**src/rtl/sipo_pkg.sv**
```systemverilog
// Shared definitions for the serial-in/parallel-out deserializer family:
// bit-order selectors and width helpers used to size counters and ports.
package sipo_pkg;

  localparam bit SIPO_MSB_FIRST = 1'b1;
  localparam bit SIPO_LSB_FIRST = 1'b0;

  // Bits needed to hold any value in 0..value-1.
  function automatic int sipo_clog2(input int value);
    return (value <= 1) ? 1 : $clog2(value);
  endfunction

  // Bits needed for a bit counter that reports 0..width (at least one bit).
  function automatic int sipo_count_width(input int width);
    return sipo_clog2(width + 1);
  endfunction

endpackage

```
**src/rtl/sipo_bit_counter.sv**
```systemverilog
// Modulo-WIDTH bit counter that frames serial words. It flags the increment
// that completes a word, so the caller can act on it in the same cycle.
module sipo_bit_counter
  import sipo_pkg::*;
#(
  parameter int WIDTH = 8,
  parameter int CW    = sipo_count_width(WIDTH)
) (
  input  logic          clk,
  input  logic          reset,
  input  logic          inc,
  input  logic          clr,
  output logic [CW-1:0] count,
  output logic          wrap
);

  localparam logic [CW-1:0] LAST = CW'(WIDTH - 1);
  localparam logic [CW-1:0] ONE  = CW'(1);

  logic [CW-1:0] r_count;

  // Count accepted bits; clear wins over increment, and the last bit of a
  // word returns the count to zero.
  always_ff @(posedge clk) begin
    if (reset) begin
      r_count <= '0;
    end else if (clr) begin
      r_count <= '0;
    end else if (inc) begin
      r_count <= (r_count == LAST) ? '0 : r_count + ONE;
    end
  end

  assign count = r_count;
  assign wrap  = inc && (r_count == LAST);

endmodule

```
**src/rtl/sipo_deserializer.sv**
```systemverilog
// Parametrised serial-in/parallel-out deserializer. Bits are shifted in under
// a per-bit qualifier, words are framed by a bit counter, and each finished
// word is parked in a ready/valid holding register with sticky overrun.
module sipo_deserializer
  import sipo_pkg::*;
#(
  parameter int WIDTH     = 8,
  parameter bit MSB_FIRST = SIPO_MSB_FIRST
) (
  input  logic                                 clk,
  input  logic                                 reset,
  input  logic                                 serial_in,
  input  logic                                 serial_valid,
  input  logic                                 clear,
  output logic [WIDTH-1:0]                     shift_out,
  output logic [sipo_count_width(WIDTH)-1:0]   bit_count,
  output logic [WIDTH-1:0]                     parallel_out,
  output logic                                 out_valid,
  input  logic                                 out_ready,
  output logic                                 overrun
);

  localparam int CW = sipo_count_width(WIDTH);

  logic [WIDTH-1:0] r_shift;
  logic [WIDTH-1:0] r_parallel;
  logic             r_valid;
  logic             r_overrun;

  logic [WIDTH-1:0] w_nextShift;
  logic [CW-1:0]    w_count;
  logic             w_accept;
  logic             w_complete;
  logic             w_transfer;
  logic             w_slotFree;

  // A bit is taken only when qualified and no resync is requested.
  assign w_accept   = serial_valid && !clear;
  assign w_transfer = r_valid && out_ready;
  assign w_slotFree = !r_valid || out_ready;

  sipo_bit_counter #(
    .WIDTH (WIDTH),
    .CW    (CW)
  ) u_bitCounter (
    .clk   (clk),
    .reset (reset),
    .inc   (w_accept),
    .clr   (clear),
    .count (w_count),
    .wrap  (w_complete)
  );

  // Bit order only changes which end of the register the new bit enters.
  generate
    if (MSB_FIRST) begin : g_msbFirst
      assign w_nextShift = {r_shift[WIDTH-2:0], serial_in};
    end else begin : g_lsbFirst
      assign w_nextShift = {serial_in, r_shift[WIDTH-1:1]};
    end
  endgenerate

  // Shift register: cleared by resync, advanced by accepted bits, and left
  // showing the assembled word after completion.
  always_ff @(posedge clk) begin
    if (reset) begin
      r_shift <= '0;
    end else if (clear) begin
      r_shift <= '0;
    end else if (serial_valid) begin
      r_shift <= w_nextShift;
    end
  end

  // Holding register and handshake: a finished word loads when the slot is
  // empty or being drained this edge; otherwise it is dropped and flagged.
  always_ff @(posedge clk) begin
    if (reset) begin
      r_parallel <= '0;
      r_valid    <= 1'b0;
      r_overrun  <= 1'b0;
    end else begin
      if (w_complete && w_slotFree) begin
        r_parallel <= w_nextShift;
        r_valid    <= 1'b1;
      end else if (w_transfer) begin
        r_valid    <= 1'b0;
      end
      if (w_complete && !w_slotFree) begin
        r_overrun  <= 1'b1;
      end
    end
  end

  assign shift_out    = r_shift;
  assign bit_count    = w_count;
  assign parallel_out = r_parallel;
  assign out_valid    = r_valid;
  assign overrun      = r_overrun;

endmodule

```
**config.mk**
```make
export PLATFORM = sky130hd
export DESIGN_NAME = sipo_deserializer
export DESIGN_NICKNAME = d
export VERILOG_FILES = /design/src/rtl/sipo_pkg.sv /design/src/rtl/sipo_bit_counter.sv /design/src/rtl/sipo_deserializer.sv
export SDC_FILE = /design/constraint.sdc
export NUM_CORES = 1
export LEC_CHECK = 0
export BUFFER_PORTS_ARGS = -buffer_cell sky130_fd_sc_hd__buf_2
export CAP_MARGIN = 0
export CORE_MARGIN = 1
export CORE_UTILIZATION = 31
export DETAILED_ROUTE_END_ITERATION = 10
export PLACE_DENSITY = 0.64
export SLEW_MARGIN = 15
export SYNTH_ARGS = -nofsm -noshare
export SYNTH_HDL_FRONTEND = slang
export SYNTH_SLANG_ARGS = --single-unit
```
**constraint.sdc**
```tcl
create_clock -name clk -period 1.4 [get_ports clk]
set_input_delay 0.14 -clock clk [delete_from_list [all_inputs] [get_ports clk]]
set_output_delay 0.14 -clock clk [all_outputs]
set_load 0.05 [all_outputs]
```
== Word level (Yosys, flattened, before mapping) ==
Cells that the tools add are included.

* Word-level logic and storage cells: 21
* Flip-flop bits (word level): 22

* Reductions and logical operators: 11
* Muxes and demuxes: 3
* Equal/unequal tests: 1
* Add/subtract/negate cells: 1

{| class="wikitable"
|+ Operators with widths
! kind !! number
|-
| 1-bit logical AND || 5
|-
| 4-bit by 1-bit adder with 4-bit output (second input constant) || 1
|-
| 4-bit by 3-bit == test with 1-bit output (second input constant) || 1
|-
| 4-bit two-way mux || 1
|-
| 1-bit logical NOT || 3
|-
| 1-bit two-way mux || 2
|-
| 2-bit nonzero test || 1
|-
| 2-bit OR reduction || 1
|-
| 1-bit logical OR || 1
|}

== Depth between registers and ports, before layout ==
Gate-level depths: netlist (run 1).

* Word-level depth: 5
* Gate-level depth with buffers: 5
* Depth with buffers taken out: 4

== Modules after synthesis ==
From an unflattened synthesis (run 1), not the netlist that was laid out.

* Cell total of the unflattened synthesis: 87
* Area, all modules: 930.9 µm²

{| class="wikitable"
|+ By module, submodules not included
! module !! area each (µm²) !! instances !! cells each !! sequential area each (µm²)
|-
| sipo_deserializer || 754.5 || 1 || 70 || 360.3
|-
| sipo_bit_counter || 176.4 || 1 || 17 || 80.1
|}

== Least setup slack after synthesis (run 1) ==
Ideal clock, no wire load.

* Path kind: flip-flop to flip-flop
* From: reg u_bitCounter.r_count[0] (netlist: u_bitCounter.count[0])
* To: reg r_parallel[1] (netlist: parallel_out[1])
* Library setup time: 0.072 ns
* Period minus slack after synthesis: 1.638 ns
* Data arrival time: 1.566 ns
* Slack: -0.238 ns
* Path buffers: 1
* Cell stages (with the launch flop): 6
* Cells stage by stage: dfxtp_1 -> ha_1 -> inv_1 -> nor4b_4 -> buf_6 -> mux2i_1

* Cells in the longest elaborated chain, start to end: 3

{| class="wikitable"
|+ Ends and longest elaborated chain
! item !! line !! text
|-
| from (decl) || sipo_bit_counter.sv:20 || <nowiki>logic [CW-1:0] r_count;</nowiki>
|-
| from (signal assigned) || sipo_bit_counter.sv:30 || <nowiki>r_count <= (r_count == LAST) ? '0 : r_count + ONE;</nowiki>
|-
| 4-bit by 3-bit == test with 1-bit output || sipo_bit_counter.sv:35 || <nowiki>assign wrap = inc && (r_count == LAST);</nowiki>
|-
| 1-bit logical AND || sipo_bit_counter.sv:35 ||
|-
| 1-bit logical AND || sipo_deserializer.sv:83 || <nowiki>if (w_complete && w_slotFree) begin</nowiki>
|-
| to (signal assigned) || sipo_deserializer.sv:84 || <nowiki>r_parallel <= w_nextShift;</nowiki>
|-
| to (decl) || sipo_deserializer.sv:26 || <nowiki>logic [WIDTH-1:0] r_parallel;</nowiki>
|}

No other way between the ends.
A chain may end at the register's enable or synchronous reset.

== Worst setup path after layout (run 1) ==
* From: reg u_bitCounter.r_count[0] (netlist: u_bitCounter.count[0])
* To: reg r_parallel[3] (netlist: parallel_out[3])

The elaborated chain is that of the path after synthesis.

==> results.cfg, run 1 <==
[power_and_ir_drop]
intPower_uw = 816.3
clkPwrFrac = 0.331
combinationalPowerShare = 0.068
p_leak_nw = 0.5277
totalPowerFinal_mw = 1.047
ir_drop_mv = 0.5042
p_per_area_nw_per_um2 = 897.8
netSwitchingPower_uw = 230.7
power.share.sequential = 0.601
p_sw_frac = 0.2203

[placement]
hpwl_um = 1283
placedCellCount = 144
gp_congestion = 0.6570
pre_cts_ws_ns = 0.06655
io_buffer_count = 27
place_area_um2 = 1109

[final_layout]
instances_no_fill = 150
nFillCells = 296
antenna_cells = 0
design_area_um2 = 1166
fin_nets = 127
drive_gt1_frac = 0.3697
area_growth_pct = 23.94

[die]
die_h_um = 57.09
dieArea_um2 = 3259
ios = 28
die_w_um = 57.09
core-area_um2 = 2805
row_count = 19
start_util = 0.3354

[timing]
final.setup.tns_ns = 0
fin_skew_ns = 0.002939
tightest_slew_ns = 0.2673
relSlewSlack = 0.8218
fmax_mhz = 782.2
timing.final.ws_setup_ns = 0.1216
grt_setup_unrepaired = false
hold_viol = 0
finalCritPeriodShare = 0.9132
slew_violations = 0
fin_crit_ns = 1.278
setup_viol = 0

[status]
run_status = finished with violations
violations = design-rule violations

[synth]
synth.area.mux_share = 0.1809
synth_top_family_by_area = simple AND/OR/NAND/NOR gates
synth-simple-area-share = 0.2473
netlist-cell-type-count = 20
syn_area_per_cell_um2 = 10.57
ys_seq_area_frac = 0.4681
ys_top_cells_by_count = dfxtp_1, nand2b_1, mux2i_1
syn_inst = 89
syn-cell-area_um2 = 940.9
synth.most_common_cell = dfxtp_1
netlist.top_cell.by_area = dfxtp_1
synth_compound_area_frac = 0.03590
async_flop_share = 0
yosys_warnings = 0
ys.flop_type = dfxtp_1
ys_seq_elements = 22
yosys.area.top_type_share = 0.4681
synth_edf_count = 0
synth_nets = 96
netlist_top_cells_area = dfxtp_1, mux2i_1, nand2b_1, nor2_1, nor4b_4
synth_xor_area_frac = 0.01862
synth_fa_ha_area_frac = 0.01330

[grt]
grt.overflow.total = 0
grt_pass1_wl_um = 2967
grt_max_degree = 22
track_usage = 0.1151
grt_antenna_before_repair = 0
grt_pass1_vias = 676

[clock_network]
clk_pin_slew_ns = 0.12
cts_tree = yes
clock-sinks = 22
cts_buffers = 3
cts.htree.levels = 1
clk_latency_ns = 0.30
clockRootBuffer = clkbuf_4
clockBufferDepth = 2

[hold_path]
hold_path.class = in2reg
holdPathStages = 3

[route]
drt_iter0_markers = 11
vias = 698
ant_nets = 0
wirelength_um = 1722
viasPerCell = 4.653
routedWlPerCell_um = 11.48
first_pass_iters = 7
drcViolationCount = 4

[worst_setup_path]
cp_num_buf_inv = 2
cp_cell_sequence = ha_2 -> inv_1 -> nor4b_4 -> buf_6 -> mux2i_1
crit_arrival_ns = 1.52
cp_top_family = flip-flops
crit_cells = 5
crit_type = reg2reg
crit_required_ns = 1.64
cp-start-kind = flip-flop
reg2regPathDepth = 5
critPathSlowestCell = dfxtp_4
slowest_delay_ns = 0.36
endpoint_kind = flip-flop
critPathMaxFanout = 8

[flow_run]
max_cap_viol_count = 0
## worst paths after layout
| path | startpoint | to | slack [ns] |
|---|---|---|---|
| setup / recovery | u_bitCounter.count[0]$_SDFFE_PP0P_ | parallel_out[3]$_SDFFE_PP0P_ | 0.12 |
| hold / removal | serial_in | shift_out[0]$_SDFFE_PP0P_ | 0.1 |
| setup reg to reg | u_bitCounter.count[0]$_SDFFE_PP0P_ | parallel_out[3]$_SDFFE_PP0P_ | 0.12 |
| hold reg to reg | parallel_out[6]$_SDFFE_PP0P_ | parallel_out[6]$_SDFFE_PP0P_ | 0.48 |
## layout by cell type (no fill, tap or decap)
cell	synthesis	final
buf_6	1	1
nand3b_4	1	1
ha_2	0	1
clkbuf_4	0	3
nor4b_4	1	1
or3_4	1	1
inv_1	1	1
nand2_1	3	3
nor2_1	11	11
o31ai_2	1	1
o211ai_1	1	1
clkbuf_8	0	1
or2_2	1	1
mux2i_1	17	17
o41ai_1	1	1
dfxtp_2	0	1
dfxtp_1	22	19
buf_2	0	27
nand2b_1	18	18
and3_1	1	1
buf_4	1	3
dfxtp_4	0	2
a21oi_1	1	1
xor2_1	2	2
## worst register-to-register path: stages (launching register included)
cell and delay [ns]:
dfxtp_4 0.36, ha_2 0.17, inv_1 0.07, nor4b_4 0.22, buf_6 0.18, mux2i_1 0.20
## sequential cells by signal, summed over array words and instances, names as in the netlist
signal              cells
overrun                 1
shift_out               8
parallel_out            8
u_bitCounter.count      4
out_valid               1
## metal layers
layer / vias up / global-route usage / routed length (um) / part of all wire
met5: - / 0 / 0 / 0
met4: 0 / 0.04181 / 22 / 0.013
met3: 2 / 0.02494 / 74 / 0.043
met2: 13 / 0.1899 / 853 / 0.50
met1: 326 / 0.1483 / 772 / 0.45
li1: 357 / - / - / -
## final cells by class
class | count | area, um2 | area share
clock buffers | 4 | 36.28 | 0.03112
repair buffers | 31 | 168.9 | 0.1448
well taps | 31 | 38.79 | 0.03326
flip-flops and latches | 22 | 449.2 | 0.3852
inverters | 1 | 3.754 | 0.003219
multi-input cells | 61 | 469.2 | 0.4024
## cells by family after synthesis
kind of cell	Yosys count
AO/OA/AOI/OAI	4
multiplexers	17
XOR/XNOR	2
flip-flops	22
buffers and inverters	6
adder cells (fa/ha/maj)	1
AND/OR/NAND/NOR	37
## through the flow
stage | hold WS [ns] | utilization
after floorplan | 0.2872 | -
after global placement | 0.3990 | 0.3952
after detailed placement | 0.4123 | 0.3952
after CTS | 0.08426 | 0.4081
after global routing | 0.1192 | 0.4157
final | 0.09613 | 0.4157
## repair_timing
item                                    CTS  global route
resized for setup                         0             2
endpoints found under the setup margin    0             8
hold buffers                              0             0
setup buffers                             0             2
## power groups by stage
stage / clock (mW) / sequential, mW / combinational (mW)
after CTS: 0.365 / 0.630 / 0.0685
after global placement: 0 / 0.644 / 0.0674
after floorplan: 0 / 0.655 / 0.0391
after global routing: 0.386 / 0.630 / 0.0773
final: 0.347 / 0.629 / 0.0714
after detailed placement: 0 / 0.644 / 0.0677
Power figures use the tool's default switching activity.
==> run 2: changes to the inputs <==
- ABC_AREA: unset -> 1
- PLACE_DENSITY: 0.64 -> 0.63
==> run 2 against run 1 <==
The run now ends clean. Sequential share of layout area is 2.3 points lower. Via count is 26% higher. Area after synthesis is 5.3% higher. Clock power is 41% higher. Flip-flop and latch count stayed put. Clock-buffer cell count is 1 lower. Largest cell class is now sequential cells. Highest routed layer unchanged.
==> results.cfg, run 2 <==
[synth]
synth_edf_count = 0
syn_area_per_cell_um2 = 7.286
yosys.area.top_type_share = 0.4444
synth_xor_area_frac = 0
netlist-cell-type-count = 20
ys_seq_elements = 22
async_flop_share = 0
netlist_top_cells_area = dfxtp_1, inv_1, nand2_1, a21oi_1, nor2_1
ys.flop_type = dfxtp_1
ys_top_cells_by_count = inv_1, nand2_1, dfxtp_1
netlist.top_cell.by_area = dfxtp_1
synth_nets = 143
syn_inst = 136
synth-simple-area-share = 0.2702
synth_fa_ha_area_frac = 0.01263
synth_compound_area_frac = 0.1174
ys_seq_area_frac = 0.4444
synth.most_common_cell = inv_1
synth_top_family_by_area = simple AND/OR/NAND/NOR gates
syn-cell-area_um2 = 991.0
synth.area.mux_share = 0
yosys_warnings = 0

[route]
ant_nets = 0
wirelength_um = 2024
drt_iter0_markers = 23
first_pass_iters = 4
routedWlPerCell_um = 9.684
viasPerCell = 4.206
vias = 879
drcViolationCount = 0

[die]
core-area_um2 = 3053
row_count = 20
start_util = 0.3246
dieArea_um2 = 3427
ios = 28
die_w_um = 58.54
die_h_um = 58.54

[grt]
grt_antenna_before_repair = 0
grt_max_degree = 15
grt_busiest_layer = met2
track_usage = 0.1344
grt_pass1_vias = 767
grt.overflow.total = 0
grt_pass1_wl_um = 3429
gr-usage-met3 = 0.02637
grt_util_met2 = 0.2167
met1_usage = 0.1737

[worst_setup_path]
crit_arrival_ns = 1.48
crit_required_ns = 1.63
endpoint_kind = flip-flop
cp-start-kind = flip-flop
crit_type = reg2reg
critPathMaxFanout = 10

[final_layout]
instances_no_fill = 209
final_cell_mix = inv_1, buf_2, nand2_1, dfxtp_1, nor2_1
drive_gt1_frac = 0.2606
final_util = 0.4020
mostFrequentLayoutCell = inv_1
fin_nets = 173
area_growth_pct = 23.86
antenna_cells = 0
design_area_um2 = 1227

[clock_network]
cts_buffers = 3
clk_pin_slew_ns = 0.13
clock-sinks = 22
cts.htree.levels = 1
cts_tree = yes
cts_hold_buf = 0
clockBufferDepth = 2
clockRootBuffer = clkbuf_4
clk_latency_ns = 0.31

[timing]
tightest_slew_ns = 0.3741
slew_violations = 0
finalCritPeriodShare = 0.8939
relSlewSlack = 0.7500
final.setup.tns_ns = 0
fin_skew_ns = 0.006787
grt_setup_unrepaired = false
fin_crit_ns = 1.251
fmax_mhz = 799.1
hold_viol = 0
holdWs_ns = 0.02291
setup_viol = 0

[power_and_ir_drop]
ir_drop_mv = 0.5790
p_leak_nw = 0.5890
p_per_area_nw_per_um2 = 1019

[placement]
place_area_um2 = 1170
io_buffer_count = 27
gp_congestion = 0.7990
placedCellCount = 205
hpwl_um = 1556

[flow_run]
max_cap_viol_count = 0

[hold_path]
hold_path.class = in2reg

[status]
run_status = complete, no violations
run 2: per-stage QoR:
stage                     setup WS [ns]  power, mW
final                            0.1485      1.251
after global routing            0.02633      1.305
after CTS                       0.09004      1.264
after detailed placement         0.1308     0.7771
after global placement           0.1768     0.7747
after floorplan                 0.01527     0.7428
run 2: worst max-delay path: stages (launching register included):
cell     delay, ns
dfxtp_2       0.38
ha_1          0.16
nand2_1       0.10
nor2_4        0.14
buf_4         0.18
nand4_1       0.09
nand2_1       0.08
nor2_1        0.04
run 2: what timing repair did:
item                       4_1_cts  5_1_grt
resized for setup                0        1
setup endpoints to repair        0       10
buffers inserted                 0        0
run 2: logic make-up after synthesis:
group                    after synthesis
buffers and inverters                 36
AO/OA/AOI/OAI                         22
adder cells (fa/ha/maj)                1
flip-flops                            22
AND/OR/NAND/NOR                       55
run 2: layer usage:
| metal | vias to the layer above | wire (um) | share of wire |
|---|---|---|---|
| met2 | 19 | 910 | 0.45 |
| li1 | 475 | - | - |
| met4 | 0 | 34 | 0.017 |
| met1 | 381 | 997 | 0.49 |
| met3 | 4 | 81 | 0.040 |
| met5 | - | 0 | 0 |
run 2: path summary, 6_finish.rpt:
check,startpoint,endpoint,slack [ns],depth (start not counted)
hold / removal,reset,overrun$_SDFFE_PP0P_,0.02,2
setup reg to reg,u_bitCounter.count[0]$_SDFFE_PP0P_,parallel_out[1]$_SDFFE_PP0P_,0.15,7
hold reg to reg,overrun$_SDFFE_PP0P_,overrun$_SDFFE_PP0P_,0.47,2
setup / recovery,u_bitCounter.count[0]$_SDFFE_PP0P_,parallel_out[1]$_SDFFE_PP0P_,0.15,7
run 2: power breakdown:
group          switching [mW]  internal (mW)
Sequential            0.00732          0.637
Clock                   0.199          0.290
Combinational          0.0875         0.0311
run 2: cell type report:
type | count | area [um2]
fill | 335 | 1826
sequential | 22 | 444.2
multi-input combinational | 78 | 401.6
timing repair buffer | 30 | 157.7
inverter | 31 | 116.4
tap | 44 | 55.05
clock inverter | 1 | 30.03
clock buffer | 3 | 22.52
